### src/rtl/inst_cache_pkg.sv
// inst_cache_pkg: shared state encodings and widths for the instruction cache
package inst_cache_pkg;
  typedef enum logic [1:0] {IDLE, FETCH, FILLED} state_t;
  localparam int LINE_W = 128;
  localparam int WORD_W = 32;
  localparam int OFF_W = 2;
  localparam int LADDR_W = 28;
endpackage

### src/rtl/inst_cache_array.sv
// inst_cache_array: valid/tag/data storage, combinational hit and word read, synchronous line write
module inst_cache_array
  import inst_cache_pkg::*;
#(
  parameter int NUM_LINES = 8
) (
  input  logic                       clk,
  input  logic                       rst,
  input  logic [LADDR_W+OFF_W-1:0]   rd_addr,
  input  logic                       wr_en,
  input  logic [LADDR_W-1:0]         wr_addr,
  input  logic [LINE_W-1:0]          wr_data,
  output logic                       hit,
  output logic [WORD_W-1:0]          rdata
);
  localparam int IW = $clog2(NUM_LINES);
  localparam int TW = LADDR_W - IW;
  logic [NUM_LINES-1:0] valid;
  logic [TW-1:0] tags [NUM_LINES];
  logic [LINE_W-1:0] data [NUM_LINES];
  logic [IW-1:0] ridx, widx;
  logic [TW-1:0] rtag, wtag;
  logic [LINE_W-1:0] line;
  assign ridx = rd_addr[OFF_W +: IW];
  assign rtag = rd_addr[OFF_W+IW +: TW];
  assign widx = wr_addr[IW-1:0];
  assign wtag = wr_addr[IW +: TW];
  assign line = data[ridx];
  assign hit = valid[ridx] && tags[ridx] == rtag;
  assign rdata = line[{rd_addr[OFF_W-1:0], 5'd0} +: WORD_W];
  // valid bits are the only reset state; a refill marks its line present
  always_ff @(posedge clk) begin
    if (rst) valid <= '0;
    else if (wr_en) valid[widx] <= 1'b1;
  end
  // tag and data are written with the refill line and never reset
  always_ff @(posedge clk) begin
    if (wr_en) begin
      tags[widx] <= wtag;
      data[widx] <= wr_data;
    end
  end
endmodule

### src/rtl/inst_cache.sv
// inst_cache: direct-mapped read-only instruction cache; ICACHE_PERF_CNT_EN adds hit/miss counters
module inst_cache
  import inst_cache_pkg::*;
#(
  parameter int NUM_LINES = 8,
  parameter int WORDS_PER_LINE = 4
) (
  input  logic                clk,
  input  logic                rst,
  input  logic                proc_ren,
  input  logic                proc_wen,
  input  logic [29:0]         proc_addr,
  input  logic [31:0]         proc_wdata,
  output logic [31:0]         proc_rdata,
  output logic                proc_stall,
  output logic                mem_ren,
  output logic                mem_wen,
  output logic [27:0]         mem_addr,
  output logic [127:0]        mem_wdata,
  input  logic [127:0]        mem_rdata,
`ifdef ICACHE_PERF_CNT_EN
  input  logic                mem_ready,
  output logic [31:0]         perf_hit,
  output logic [31:0]         perf_miss
`else
  input  logic                mem_ready
`endif
);
  state_t state;
  logic [LADDR_W-1:0] miss_addr;
  logic hit, miss, fill, lookup;
  logic [WORD_W-1:0] word;
  logic unused;
  assign unused = ^proc_wdata ^ (WORDS_PER_LINE != 4);
  assign lookup = state != FETCH;
  assign miss = proc_ren && !proc_wen && !hit;
  assign fill = state == FETCH && mem_ready && !rst;
  assign proc_stall = !lookup || miss;
  assign proc_rdata = hit ? word : '0;
  assign mem_ren = state == FETCH;
  assign mem_addr = miss_addr;
  assign mem_wen = 1'b0;
  assign mem_wdata = '0;
  inst_cache_array #(.NUM_LINES(NUM_LINES)) u_array (
    .clk(clk), .rst(rst), .rd_addr(proc_addr), .wr_en(fill),
    .wr_addr(miss_addr), .wr_data(mem_rdata), .hit(hit), .rdata(word)
  );
  // FILLED behaves like IDLE for the held request; FETCH waits only for mem_ready
  always_ff @(posedge clk) begin
    if (rst) begin
      state <= IDLE;
      miss_addr <= '0;
    end else if (!lookup) state <= mem_ready ? FILLED : FETCH;
    else if (miss) begin
      state <= FETCH;
      miss_addr <= proc_addr[29:2];
    end else state <= IDLE;
  end
`ifdef ICACHE_PERF_CNT_EN
  // counters sample only lookup cycles, so stalled FETCH cycles never count
  always_ff @(posedge clk) begin
    if (rst) begin
      perf_hit <= '0;
      perf_miss <= '0;
    end else begin
      perf_hit <= perf_hit + 32'(lookup && proc_ren && hit);
      perf_miss <= perf_miss + 32'(lookup && miss);
    end
  end
`endif
endmodule

### config.mk
export PLATFORM = sky130hd
export DESIGN_NAME = inst_cache
export DESIGN_NICKNAME = d
export VERILOG_FILES = /design/src/rtl/inst_cache_pkg.sv /design/src/rtl/inst_cache_array.sv /design/src/rtl/inst_cache.sv
export SDC_FILE = /design/constraint.sdc
export NUM_CORES = 1
export LEC_CHECK = 0
export ABC_AREA = 1
export CORE_MARGIN = 2
export CORE_UTILIZATION = 35
export DETAILED_ROUTE_END_ITERATION = 10
export DONT_BUFFER_PORTS = 1
export SYNTH_ARGS = -nofsm -noshare
export SYNTH_HDL_FRONTEND = slang
export SYNTH_SLANG_ARGS = --single-unit
### constraint.sdc
create_clock -name clk -period 16.3 [get_ports clk]
set_input_delay 1.63 -clock clk [delete_from_list [all_inputs] [get_ports clk]]
set_output_delay 1.63 -clock clk [all_outputs]
set_load 0.1 [all_outputs]
After elaboration in Yosys (flattened, before gate mapping)
Memories as Yosys holds them, arrays and structs flattened. Cells that the tools add are included.

Bits in writable memories: 1224. Word-level logic and storage cells: 35. Input bits: 195. Output and inout port bits: 191. Register bits: 38. Memories kept: 2.

Eq/ne operators: 3. Shifts and indexed selects: 1. Bitwise gates (word level): 1. Mux-type cells: 10. Reductions and logical operators: 12. Magnitude comparators: 3.

Memory list: u_array.data (depth 8, width 128, rd ports 1, clocked after Yosys merged registers in 0, wr ports 1, RTL line inst_cache_array.sv:20) `logic [LINE_W-1:0] data [NUM_LINES];`; u_array.tags (depth 8, width 25, rd ports 1, clocked after Yosys merged registers in 0, wr ports 1, RTL line inst_cache_array.sv:19) `logic [TW-1:0] tags [NUM_LINES];`.

Operators by type and width (number): $shiftx 128x8->32 (1); $mux 32 (1); $eq 25x25->1 (1); $lt 3x4->1 const B (2); $or 8x8->8 (1); $logic_and 1x1->1 (6); $mux 1 (5); $logic_not 1->1 (4); $mux 2 (2); $bmux 1 s3 (1); $demux 1 s3 (1); $ge 3x1->1 const B (1); $eq 2x1->1 const B (1); $ne 2x1->1 const B (1); $reduce_and 2->1 (1); $logic_or 1x1->1 (1).

Depth between registers and ports, before layout
Gate-level depths: netlist (run 1).

Depth after elaboration: 7. Gate-level depth with buffers: 21.

Cells and area by module
A second synthesis (run 1) with hierarchy kept.

Cell total of the unflattened synthesis: 4145. Area total of the unflattened synthesis: 51490.6 µm².

Modules (own cells, without submodules): inst_cache_array (cells an instance 3749, area each 48881.9 µm², instances 1); inst_cache (cells an instance 396, area each 2608.8 µm², instances 1).

Worst setup path after synthesis (run 1)
No wires, ideal clock.

Kind: register -> register. From: register state[0]. To: memory u_array.data[0][0] (enable). Data arrival time: 8780 ps. Slack: 6851 ps. Required time: 15631 ps. Clock period less this slack: 9449 ps. Cell stages (with the launch flop): 9. Setup time: 669 ps. Cells stage by stage: dfxtp_1 -> inv_1 -> nor2_1 -> inv_1 -> nor3_1 -> inv_1 -> nor2_1 -> inv_1 -> nor2_1.

Longest elaborated chain between the ends: 5.

RTL lines: start, declared (RTL line inst_cache.sv:29) `state_t state;`; start signal, assigned (RTL line inst_cache.sv:53) `end else if (!lookup) state <= mem_ready ? FILLED : FETCH;`; $eq 2x1->1; named net mem_ren (RTL line inst_cache.sv:16) `output logic mem_ren,`; $logic_and 1x1->1 (2 in a row) (RTL line inst_cache.sv:37) `assign fill = state == FETCH && mem_ready && !rst;`; $mux 1 (RTL line inst_cache_array.sv:38) `if (wr_en) begin`; $mux 1 (not written as such) (RTL line inst_cache_array.sv:40) `data[widx] <= wr_data;`; end, declared (RTL line inst_cache_array.sv:20).

The timed path passes the listed nets, and every way through them passes these cells.

Worst setup path in the final report (run 1)
From: input port proc_addr[2]. To: output port proc_rdata[15].

Longest elaborated chain between the ends: 4.

RTL lines: start, declared (RTL line inst_cache.sv:12) `input logic [29:0] proc_addr,`; parallel branches: the longest is 3 deep, another holds $mem_v2 8x128; $mux 32 (*) (RTL line inst_cache.sv:39) `assign proc_rdata = hit ? word : '0;`; end, declared (RTL line inst_cache.sv:14) `output logic [31:0] proc_rdata,`.

Every way passes the cells marked *. The select of a mux whose other input is x is not followed.

==> metrics, run 1 <==
Worst setup EP type=primary output; worst slew pin tran=4.08 ns; Final ANT Viol Nets=0; CTS Hold Bufs=0; mux contribution to synthesized area=0%; EDFF count, synth=1224; Req. time, crit path=14.67 ns; area leader, netlist=edfxtp_1; total die area=152000 um2; RR Endpoint=u_array.data[7][69]; Hold Startpoint=u_array.valid[3]; Num CTS Buffers=138; Num Clock Sinks=1262; Post-CTS Resized=0; Leakage=20.4 nW; Post-Route WL=143 mm; CTS tree=done; final setup violation count=0; DR WL/cell=22.9 um; initial antenna violation count=4; drt pass-1 iters=5; RR Startpoint=state[0]; Peak VDD IR=0.0906 mV; vias per cell=5.22; clk_skew=0.0423 ns; cell count after synthesis=4252; Worst R2R Setup Slack=10.52 ns; CTS clk-pin slew, worst paths=0.06 ns; crit path launch type=input pin; slew margin rel.=-172%; GPL Wtd Cong=0.780; root buf cell=clkbuf_16; total gr overflow=0; vias in the first global route=30800; final non-filler cell total=6229; sequential share of the synthesized area=72.0%; Area Overhead vs Synth=11.6%; first-pass GRT wire length=208 mm; Commonest cells post-synth=edfxtp_1 (1224), nand2_1 (1185), a21oi_1 (415); Synth cell types=29; clk_lat worst skew=0.76 ns; Hold WC Path Type=flip-flop to flip-flop; RSZ-0062 raised after global routing=no; fin crit period=10.52 ns; GRT Resource Usage Total=18.4%; largest family of logic cells by synthesized area=simple AND/OR/NAND/NOR gates; initial core utilization=35.2%; WHS=0.470 ns; CP max FO=631; WHS Endpoint=u_array.valid[3]; Synth Area in Adders=0%; row cnt=141; hold depth=2; asr flop ratio synth=0%; Synth Area per Inst=12.3 um2; Synth Area in Compound Gates=9.88%; Post CTS Setup Buffer Count=0; top area cells in the synthesized netlist=edfxtp_1 (71%), nand2_1 (8.5%), a21oi_1 (4.0%); crit path DAT=8.89 ns; maximum root-to-sink buffer count=3; XOR/XNOR Fraction of Synth Area=0%; Nets=4388; total number of vias=32500; top-count cell post-synth=edfxtp_1; Yosys warning total=0; Post-DP HPWL=73.2 mm; Max-cap violations=0; setup TNS=0 ns; Power per Cell Area=121 nW/um2; final hold viol count=0; Placed Cells incl. Taps=5983; Max Freq=95.1 MHz; share of cells above drive strength 1=7.54%; Slew Viols, Final=554; # port buffers=0; largest net degree at the start of global routing=632; period utilization=64.5%; Placeable Area=148000 um2; Synth Area in Simple Gates=12.5%; mapped cell area=52100 um2; DIE WIDTH=390 um; Remaining DRCs=0; status=finished with violations; worst r2r path cells=12; Setup CP Type=input pin to primary output; io pins=386; top_reg_cell synth=edfxtp_1; failing checks=slew limit; Yosys top cell area share=70.5%; DRT iter0 DRCs=2922; CTS HTree Levels=4; number of synthesized register bits=1262; diode count=0; die height=390 um
-- report_power, final --
group	leakage [nW]	internal (W)	switching, W
Sequential	11.4	0.00357	0.0000196
Clock	2.11	0.00168	0.00130
Combinational	6.91	0.000107	0.000359
-- placed cells by master (no fill, tap or decap), types with 15 or more instances in the layout --
cell / n
a21oi_1: 415
a221oi_1: 58
a22oi_1: 64
a32o_1: 88
buf_4: 69
clkbuf_1: 31
clkbuf_16: 139
clkinv_1: 32
clkinv_2: 26
conb_1: 129
dfxtp_1: 38
edfxtp_1: 1224
inv_1: 159
nand2_1: 1185
nand3_1: 127
nand4_1: 35
nor2_1: 220
nor3_4: 24
o211ai_1: 31
o21ai_0: 15
o21ai_1: 22
o311ai_0: 35
o31ai_1: 58
-- cell type report --
cell class | count | area [um2]
Inverter | 173 | 678
Clock buffer | 172 | 3620
Multi-Input combinational cell | 2536 | 12400
Timing Repair Buffer | 82 | 838
Tap cell | 1930 | 2410
Clock inverter | 74 | 708
Sequential cell | 1262 | 37500
Fill cell | 13800 | 89700
-- registers in the layout (all words and copies together), names as in the netlist --
signal,flops
u_array.data,1024
state,2
u_array.tags,200
mem_addr,28
u_array.valid,8
-- stage by stage --
stage	instance area, um2	setup WS, ns	utilization (%)	power, W
6_report	58200	5.78	39.3	0.00704
5_1_grt	58200	7.29	39.3	0.00726
4_1_cts	58200	7.85	39.3	0.00709
3_5_place_dp	53800	7.97	36.4	0.00412
3_3_place_gp	53800	8.00	36.4	0.00412
2_1_floorplan	52600	6.85	-	0.00409
-- worst max-delay path, cell delays in order --
cell	delay, ns
inv_16	1.41
buf_4	0.72
nand2_1	0.10
nand2_1	0.09
nand2_1	0.05
nand3_1	0.11
nand2_1	0.06
nand2_1	0.05
nand2_1	0.14
nor4_1	0.74
nand3_4	0.64
buf_4	0.51
nor3_4	1.01
-- cell families (layout without fill, tap and decap cells) --
kind of cell	count (synthesis)	after routing
buffers and inverters	582	501
AND/OR/NAND/NOR	1616	1616
AO/OA/AOI/OAI	791	791
other	1	129
flip-flops	1262	1262
-- worst max path at each step --
stage	startpoint	to	slack, ns	depth (start not counted)
after detailed placement	proc_addr[2]	proc_rdata[13]	7.97	13
after CTS	proc_addr[2]	proc_rdata[13]	7.85	13
after floorplan	state[0]	u_array.data[0][0]	6.85	8
final	proc_addr[2]	proc_rdata[15]	5.78	13
after global routing	proc_addr[2]	proc_rdata[13]	7.29	13
after global placement	proc_addr[2]	proc_rdata[13]	8.00	13
-- layer usage --
metal	track usage, %	vias to the layer above	routed length [um]
li1	-	14900	-
met1	24.2	16200	59700
met2	29.6	1226	66900
met3	5.42	203	12900
met4	5.05	0	3210
met5	0	-	0
Power figures use the tool's default switching activity.
==> run 2, diff against run 1 <==
==> constraint.sdc (replaced) <==
create_clock -name clk -period 10.66 [get_ports clk]
set_input_delay 1.066 -clock clk [delete_from_list [all_inputs] [get_ports clk]]
set_output_delay 1.066 -clock clk [all_outputs]
set_load 0.1 [all_outputs]
==> metrics, run 2 (same netlist as run 1, synthesis figures left out) <==
die height=390 um (unchanged); maximum root-to-sink buffer count=3 (unchanged); clk_lat worst skew=0.75 ns (was 0.76 ns); commonest non-fill, non-tap cell in the layout=edfxtp_1 (unchanged); CP dominant cell by count=nand2_1 (unchanged); Post-CTS Resized=0 (unchanged); row cnt=141 (unchanged); commonest non-fill, non-tap cells in the layout=edfxtp_1 (1224), nand2_1 (1185), a21oi_1 (415) (unchanged); RR Startpoint=state[0] (unchanged); Power per Cell Area=186 nW/um2 (was 121 nW/um2); Num Clock Sinks=1262 (unchanged); DIE WIDTH=390 um (unchanged); Final WS setup=4.16 ns (was 5.78 ns); Critical Path Max Stage Delay=0.86 ns (was 1.41 ns); CTS tree=done (unchanged); largest net degree at the start of global routing=632 (unchanged); status=finished, final reports clean (was finished with violations); Setup CP Type=input pin to primary output (unchanged); Max-cap violations=0 (unchanged); share of cells above drive strength 1=6.94% (was 7.54%); Post-DP HPWL=73.4 mm (was 73.2 mm); final non-filler cell total=6224 (was 6229); vias per cell=5.23 (was 5.22); # port buffers=0 (unchanged); Finished Core Util=39.4% (was 39.3%); Area Overhead vs Synth=11.7% (was 11.6%); crit path DAT=5.44 ns (was 8.89 ns); fin area=58200 um2 (about the same); vias in the first global route=31000 (was 30800); CP max FO=631 (unchanged); drt pass-1 iters=5 (unchanged); Leakage=20.3 nW (was 20.4 nW); grt met2 use=29.1% (was 29.6%); worst r2r path cells=11 (was 12); Remaining DRCs=0 (unchanged); setup TNS=0 ns (unchanged); hold depth=1 (was 2); Post CTS Setup Buffer Count=0 (unchanged); RR Endpoint=u_array.data[6][53] (was u_array.data[7][69]); final setup violation count=0 (unchanged); Post-Route WL=143 mm (about the same); DR WL/cell=23.0 um (was 22.9 um); total die area=152000 um2 (unchanged); Global Route met3 Usage=5.41% (was 5.42%); GPL Wtd Cong=0.772 (was 0.780); io pins=386 (unchanged); DRT iter0 DRCs=3103 (was 2922); Slew Viols, Final=0 (was 554); max reg flops=1024 (unchanged); Hold Startpoint=rst (was u_array.valid[3]); Nets=4377 (was 4388); Worst setup EP type=primary output (unchanged); Final ANT Viol Nets=0 (unchanged); Largest Register=u_array.data (unchanged); Top Usage Layer GRT=met2 (unchanged); Num CTS Buffers=136 (was 138); GRT Resource Usage Total=18.4% (about the same); diode count=0 (unchanged); Max Freq=154 MHz; placed instance area=53800 um2 (about the same); CP max stage cell=buf_4 (was inv_16); crit path launch type=input pin (unchanged); CTS HTree Levels=4 (unchanged); CTS clk-pin slew, worst paths=0.05 ns (was 0.06 ns); period utilization=61.0%; crit path cell chain=inv_16 -> buf_4 -> nand2_1 -> a32o_1 -> o211ai_1 -> o31ai_1 -> nand2_1 -> nand2_1 -> nor3_4 (was inv_16 -> buf_4 -> nand2_1 -> nand2_1 -> nand2_1 -> nand3_1 -> nand2_1 -> nand2_1 -> nand2_1 -> nor4_1 -> nand3_4 -> buf_4 -> nor3_4); Hold WC Path Type=input pin to flip-flop (was flip-flop to flip-flop); total number of vias=32500 (about the same); WHS Endpoint=state[0] (was u_array.valid[3]); initial antenna violation count=2 (was 4); worst slew pin tran=1.47 ns (was 4.08 ns); fin crit period=6.50 ns; slew margin rel.=2.05% (was -172%); Placeable Area=148000 um2 (unchanged); root buf cell=clkbuf_16 (unchanged); final hold viol count=0 (unchanged); initial core utilization=35.2% (unchanged); clk_skew=0.0437 ns (was 0.0423 ns); Peak VDD IR=0.139 mV (was 0.0906 mV); CTS Hold Bufs=0 (unchanged); RSZ-0062 raised after global routing=no (unchanged); Placed Cells incl. Taps=5974 (was 5983); Setup WS pre-CTS=4.30 ns (was 7.97 ns); Req. time, crit path=9.59 ns (was 14.67 ns); GR Layer Usage met1=24.2% (about the same); first-pass GRT wire length=207 mm (was 208 mm); total gr overflow=0 (unchanged); Worst R2R Setup Slack=5.69 ns (was 10.52 ns)
[run 2: cell count changes in the layout (fill, tap and decap cells not counted), moves of 3 or more]
cell	previous run	this run
clkinv_2	26	10
inv_6	5	2
clkbuf_1	31	46
buf_4	69	58
clkinv_1	32	38
[run 2: layer usage]
layer | vias up | share of wire [%]
li1 | 14900 | -
met1 | 16200 | 42
met2 | 1214 | 46
met3 | 200 | 9.3
met4 | 0 | 3.0
met5 | - | 0
[run 2: power by group]
part,internal (W),total (W),switching (W)
logic,0.000154,0.000717,0.000562
registers,0.00547,0.00549,0.0000277
clock network,0.00263,0.00459,0.00196
[run 2: final cells by class]
| type | count | area, um2 |
|---|---|---|
| Sequential cell | 1262 | 37500 |
| Clock buffer | 189 | 3710 |
| Tap cell | 1930 | 2410 |
| Fill cell | 13800 | 89700 |
| Timing Repair Buffer | 73 | 796 |
| Clock inverter | 61 | 676 |
| Inverter | 173 | 678 |
| Multi-Input combinational cell | 2536 | 12400 |
[run 2: worst max-delay path: cells and delay by family]
family                 cells  cell delay [ns]
AND/OR/NAND/NOR            4             1.18
buffers and inverters      2             1.58
AO/OA/AOI/OAI              3             1.07
[run 2: worst max-delay path by stage]
| stage | start | end | cells after the start |
|---|---|---|---|
| after floorplan | state[0] | u_array.data[0][0] | 8 |
| after global placement | proc_addr[3] | proc_rdata[27] | 11 |
| after detailed placement | proc_addr[3] | proc_rdata[9] | 11 |
| after CTS | proc_addr[3] | proc_rdata[15] | 11 |
| after global routing | proc_addr[2] | proc_rdata[13] | 9 |
| final | proc_addr[2] | proc_rdata[30] | 9 |
[run 2: stage by stage]
| stage | total power, W | hold slack [ns] |
|---|---|---|
| after floorplan | 0.00625 | 0.440 |
| after global placement | 0.00631 | 0.450 |
| after detailed placement | 0.00631 | 0.459 |
| after CTS | 0.0109 | 0.320 |
| after global routing | 0.0111 | 0.331 |
| final | 0.0108 | 0.380 |
